File: src/rtl/instruction_pkg.sv
// Shared instruction definitions for the regex engine and the fetch arbiter
// that feeds instruction words to the engine cores.
package instruction;

  localparam int INSTRUCTION_WIDTH = 16;

  typedef enum logic [7:0] {
    ACCEPT                = 8'd0,
    SPLIT                 = 8'd1,
    MATCH                 = 8'd2,
    JMP                   = 8'd3,
    END_WITHOUT_ACCEPTING = 8'd4,
    MATCH_ANY             = 8'd5,
    ACCEPT_PARTIAL        = 8'd6
  } instr_type;

  typedef struct packed {
    instr_type  itype;
    logic [7:0] data;
  } istruction;

  // Word returned in place of a corrupt instruction: ends the thread without accepting.
  localparam logic [INSTRUCTION_WIDTH-1:0] ILLEGAL_SUBSTITUTE = {END_WITHOUT_ACCEPTING, 8'h00};

  typedef enum logic [1:0] {
    IDLE,
    WAIT,
    RESP
  } fetch_state_t;

endpackage

File: src/rtl/round_robin_picker.sv
// Combinational round-robin pick: first set request at or above ptr, wrapping
// modulo N_REQ, so N_REQ need not be a power of two.
module round_robin_picker #(
  parameter int N_REQ = 4,
  parameter int PTR_W = $clog2(N_REQ)
) (
  input  logic [N_REQ-1:0] req,
  input  logic [PTR_W-1:0] ptr,
  output logic [N_REQ-1:0] grant,
  output logic [PTR_W-1:0] idx,
  output logic             any
);

  always_comb begin
    int c;
    grant = '0;
    idx   = '0;
    any   = 1'b0;
    c     = 0;
    for (int i = 0; i < N_REQ; i++) begin
      c = int'(ptr) + i;
      if (c >= N_REQ) c = c - N_REQ;
      if (!any && req[c]) begin
        any      = 1'b1;
        grant[c] = 1'b1;
        idx      = c[PTR_W-1:0];
      end
    end
  end

endmodule

File: src/rtl/instr_fetch_arbiter.sv
// Round-robin sharing of one single-ported instruction memory among N_REQ cores.
// Optional macro ILLEGAL_INSTR_TRAP_EN replaces out-of-range instruction types.
module instr_fetch_arbiter
  import instruction::*;
#(
  parameter int N_REQ    = 4,
  parameter int PC_WIDTH = 9
) (
  input  logic                         clk,
  input  logic                         rst,
  input  logic [N_REQ-1:0]             req_valid,
  input  logic [N_REQ*PC_WIDTH-1:0]    req_pc,
  output logic [N_REQ-1:0]             req_ready,
  output logic [N_REQ-1:0]             rsp_valid,
  output logic [INSTRUCTION_WIDTH-1:0] rsp_instr,
  output logic                         rsp_illegal,
  input  logic [N_REQ-1:0]             rsp_ready,
  output logic                         mem_en,
  output logic [PC_WIDTH-1:0]          mem_addr,
  input  logic [INSTRUCTION_WIDTH-1:0] mem_data
);

  localparam int PTR_W = $clog2(N_REQ);

  fetch_state_t     state, state_nxt;
  logic [PTR_W-1:0] ptr, owner;
  logic [N_REQ-1:0] pick_grant;
  logic [PTR_W-1:0] pick_idx;
  logic             pick_any;
  logic             arb_en, grant;
  logic             trap;

  round_robin_picker #(.N_REQ(N_REQ), .PTR_W(PTR_W)) u_picker (
    .req   (req_valid),
    .ptr   (ptr),
    .grant (pick_grant),
    .idx   (pick_idx),
    .any   (pick_any)
  );

`ifdef ILLEGAL_INSTR_TRAP_EN
  istruction fetched;
  assign fetched = istruction'(mem_data);
  assign trap    = fetched.itype > ACCEPT_PARTIAL;
`else
  assign trap = 1'b0;
`endif

  // Arbitration is open in IDLE and on the response handshake cycle only.
  always_comb begin
    state_nxt = state;
    arb_en    = 1'b0;
    case (state)
      IDLE: begin
        arb_en = 1'b1;
        if (pick_any) state_nxt = WAIT;
      end
      WAIT: state_nxt = RESP;
      RESP: begin
        if (rsp_ready[owner]) begin
          arb_en    = 1'b1;
          state_nxt = pick_any ? WAIT : IDLE;
        end
      end
      default: state_nxt = IDLE;
    endcase
  end

  assign grant     = arb_en & pick_any;
  assign req_ready = grant ? pick_grant : '0;
  assign mem_en    = grant;
  assign mem_addr  = grant ? req_pc[pick_idx*PC_WIDTH +: PC_WIDTH] : '0;

  always_ff @(posedge clk) begin
    if (rst) begin
      state       <= IDLE;
      ptr         <= '0;
      owner       <= '0;
      rsp_valid   <= '0;
      rsp_instr   <= '0;
      rsp_illegal <= 1'b0;
    end else begin
      state <= state_nxt;
      if (grant) begin
        owner <= pick_idx;
        ptr   <= (pick_idx == PTR_W'(N_REQ-1)) ? '0 : pick_idx + 1'b1;
      end
      if (state == WAIT) begin
        rsp_valid   <= N_REQ'(1) << owner;
        rsp_instr   <= trap ? ILLEGAL_SUBSTITUTE : mem_data;
        rsp_illegal <= trap;
      end else if (state == RESP && rsp_ready[owner]) begin
        rsp_valid <= '0;
      end
    end
  end

endmodule

File: config.mk
export PLATFORM = sky130hd
export DESIGN_NAME = instr_fetch_arbiter
export DESIGN_NICKNAME = d
export VERILOG_FILES = /design/src/rtl/instruction_pkg.sv /design/src/rtl/round_robin_picker.sv /design/src/rtl/instr_fetch_arbiter.sv
export SDC_FILE = /design/constraint.sdc
export NUM_CORES = 1
export LEC_CHECK = 0
export CAP_MARGIN = 20
export CORE_ASPECT_RATIO = 1.5
export CORE_MARGIN = 8
export CORE_UTILIZATION = 30
export DETAILED_ROUTE_END_ITERATION = 12
export DONT_BUFFER_PORTS = 1
export SYNTH_ARGS = -nofsm -noshare
export SYNTH_HDL_FRONTEND = slang
export SYNTH_SLANG_ARGS = --single-unit
File: constraint.sdc
create_clock -name clk -period 2.56 [get_ports clk]
set_input_delay 0 -clock clk [delete_from_list [all_inputs] [get_ports clk]]
set_output_delay 0 -clock clk [all_outputs]
set_load 0.02 [all_outputs]
==> impl_metrics.toml <==
[power]
pwr-share-seq_pct = 16.4
combPwrFrac_pct = 77.9
finalPower_mw = 3.911
vdd_ir_drop_max_mv = 1.206
p_switching_mw = 1.694
leakage_nw = 0.8959
power.clock.fraction_pct = 5.7
p_sw_share_pct = 43.30
p_int_mw = 2.217
power.density_nw_per_um2 = 1519

[clock_tree]
path_clk_slew_ns = 0.09
cts.sinks = 26
cts_max_level = 1
cts_tree = "yes"
clk_latency_ns = 0.26
clock_path_buffers = 2
root_buffer = "clkbuf_8"
cts-buffers-inserted = 3

[yosys]
synth_top_area_share_pct = 31.95
yosysSeqAreaShare_pct = 31.95
syn-num-nets = 256
ys_ff_latch = 26
synth_cell_types = 37
synth_area_leader_cell = "dfxtp_1"
synth.avg_cell_area_um2 = 8.574
netlist_area_um2 = 1629
syn-instance-count = 190
synth_warnings = 0
yosys-top-cells-area = "dfxtp_1 32%, mux2i_1 13%, nand2_1 7.8%, mux4_2 6.9%, a21oi_1 5.5%"

[status]
outcome = "complete, but fails checks"
violations = "negative setup slack"

[critical_path]
critPathLaunch = "ptr[0]"
path_delay_family = "simple AND/OR/NAND/NOR gates"
slowest_delay_ns = 0.50
path_cells = "inv_4, ha_4, mux4_2, or3_4, o32a_1, nand2b_4, buf_16, o22ai_4"
r2r_start = "ptr[0]"
crit_fanout = 4
worst-path-buf-inv = 2
crit_arrival_ns = 2.65
slowest_stage = "mux4_2"
start_kind = "flop"
required_ns = 2.56
endpoint_kind = "output pin"
critPathKind = "reg -> out"

[worst_hold_path]
min_path_type = "in -> reg"
hp-start = "rsp_ready[0]"

[finish]
nets = 296
multiInputGateArea_um2 = 1389
diodes = 0
area_growth_pct = 58.06
fillers = 515
drive_gt1_share_pct = 35.53
register_area_um2 = 525.5

[global_route]
grt_pass1_wl_mm = 7.320
grt_pass1_vias = 1607
overflow = 0
track_usage_pct = 10.54
grt_max_degree = 27
antenna_found_initial = 0

[drt]
drcViolationCount = 0
wl_per_cell_um = 16.72
drtIter0Drc = 50
routed_via_density = 5.339
num_vias = 1591
wl_mm = 4.982
ant_nets = 0
dr.pass1.iters = 4

[timing]
setup_viol = 9
rsz0062_at_grt = "true"
tightestPinTransition_ns = 0.9678
tns_ns = -0.7097
fmax_ghz = 0.3772
min_period_over_period_pct = 103.6
max_slew_margin_pct = 35.27
skew_ns = 0.005168
setup_ws_ns = -0.09144
slew_violations = 0
hold_violations = 0
layout_min_cycle_time_ns = 2.651

[place]
gp_congestion = 0.8152
dp_worst_setup_slack_ns = 0.1242
io_buffer_count = 0
hpwl_mm = 3.470

[floorplan]
dieArea_um2 = 8093
core_area_um2 = 5368
initial_core_util_pct = 30.35
rows = 33
dieHeight_um = 106.3
num_io_pins = 97
die_w_um = 76.17

[run]
cap_violations = 0
power groups by stage:
stage,logic [mW],clock network [mW],registers [mW]
floorplan,1.59,0,0.633
CTS,2.37,0.235,0.639
global route,3.24,0.246,0.656
global placement,2.02,0,0.643
finish,3.05,0.225,0.641
detailed placement,2.03,0,0.647
flip-flops by register name (all words and copies together) (netlist names):
| register | cells |
|---|---|
| ptr | 2 |
| rsp_instr | 16 |
| state | 2 |
| rsp_valid | 4 |
| owner | 2 |
tightest hold or removal path, stage by stage:
cell and delay (ns):
mux4_2 0.25, or3_1 0.12, a21oi_1 0.06
logic make-up after synthesis:
kind of cell | Yosys count | share of synthesized area (%)
and+or+nand+nor | 64 | 17.59
AOI/OAI and AO/OA | 49 | 20.43
muxes | 28 | 21.20
DFF | 26 | 31.95
buffers and inverters | 18 | 5.529
adders and majority gates | 4 | 3.072
other | 1 | 0.2302
layout by cell type (no fill, tap or decap), drive strengths merged, types with 2 or more instances in the layout:
cell         netlist  routed
mux4               5       5
buf                7      27
dlygate4sd3        0      17
clkbuf             4       5
dfxtp             26      26
inv                7       7
a221oi             4       4
nand2b             2       2
mux2               2       2
ha                 4       4
a22oi              6       6
mux2i             21      21
a32oi              2       2
o22ai             10      10
a21oi             19      19
o21ai              3       3
nand2             36      36
nor2              20      20
nor2b              2       2
or3                2       2
layer usage:
layer	GRT usage [%]	wire [um]	share of wire, %
met1	10.46	1819	37
met2	19.73	2716	55
met3	3.970	424	8.5
met4	3.177	23	0.46
met5	0	0	0
cell type report:
| cell class | count | share of cell area (%) |
|---|---|---|
| Multi-Input combinational cell | 146 | 53.94 |
| Sequential cell | 26 | 20.41 |
| Timing Repair Buffer | 46 | 19.53 |
| Tap cell | 70 | 3.401 |
| Clock buffer | 3 | 1.603 |
| Inverter | 7 | 1.118 |
timing repair:
| action | 4_1_cts | 5_1_grt |
|---|---|---|
| hold buffers | 17 | 0 |
| hold endpoints to repair | 26 | 0 |
| buffers inserted | 4 | 6 |
| pin swaps | 3 | 6 |
| gates resized for setup | 14 | 44 |
| gates cloned | 1 | 2 |
| setup endpoints to repair | 10 | 14 |
path summary, 6_finish.rpt:
path                 end  slack [ns]  cells past startpoint
max          mem_addr[5]       -0.09                      8
max reg2reg       ptr[1]           0                      9
min reg2reg     owner[1]        0.56                      2
min             state[1]        0.21                      3
metrics by stage:
step,cell area (um^2),instances,hold WS [ns],utilization (%)
6_report,2575,298,0.2078,47.97
2_1_floorplan,1728,190,0.1360,-
4_1_cts,2242,290,0.2068,41.77
3_3_place_gp,1901,265,0.06706,35.41
5_1_grt,2575,298,0.2062,47.97
3_5_place_dp,1901,265,0.06254,35.41
Yosys cell counts:
cell      instances
a211oi_2          1
a21boi_0          1
a21oi_1          18
a21oi_2           1
a221oi_1          4
a22oi_1           6
a32oi_1           2
buf_1             1
buf_2             3
buf_4             1
buf_6             2
clkbuf_1          4
conb_1            1
dfxtp_1          26
ha_1              4
inv_1             6
inv_2             1
mux2_1            1
mux2_2            1
mux2i_1          21
mux4_2            5
nand2_1          34
nand2_4           2
nand2b_1          1
nand2b_4          1
nor2_1           20
nor2b_1           2
nor3_1            1
o21a_1            1
o21ai_0           2
o21ai_2           1
o221a_2           1
o22ai_1           9
o22ai_2           1
o32a_1            1
or3_1             2
or4_4             1
No activity file was read; power rests on OpenSTA's default activity.
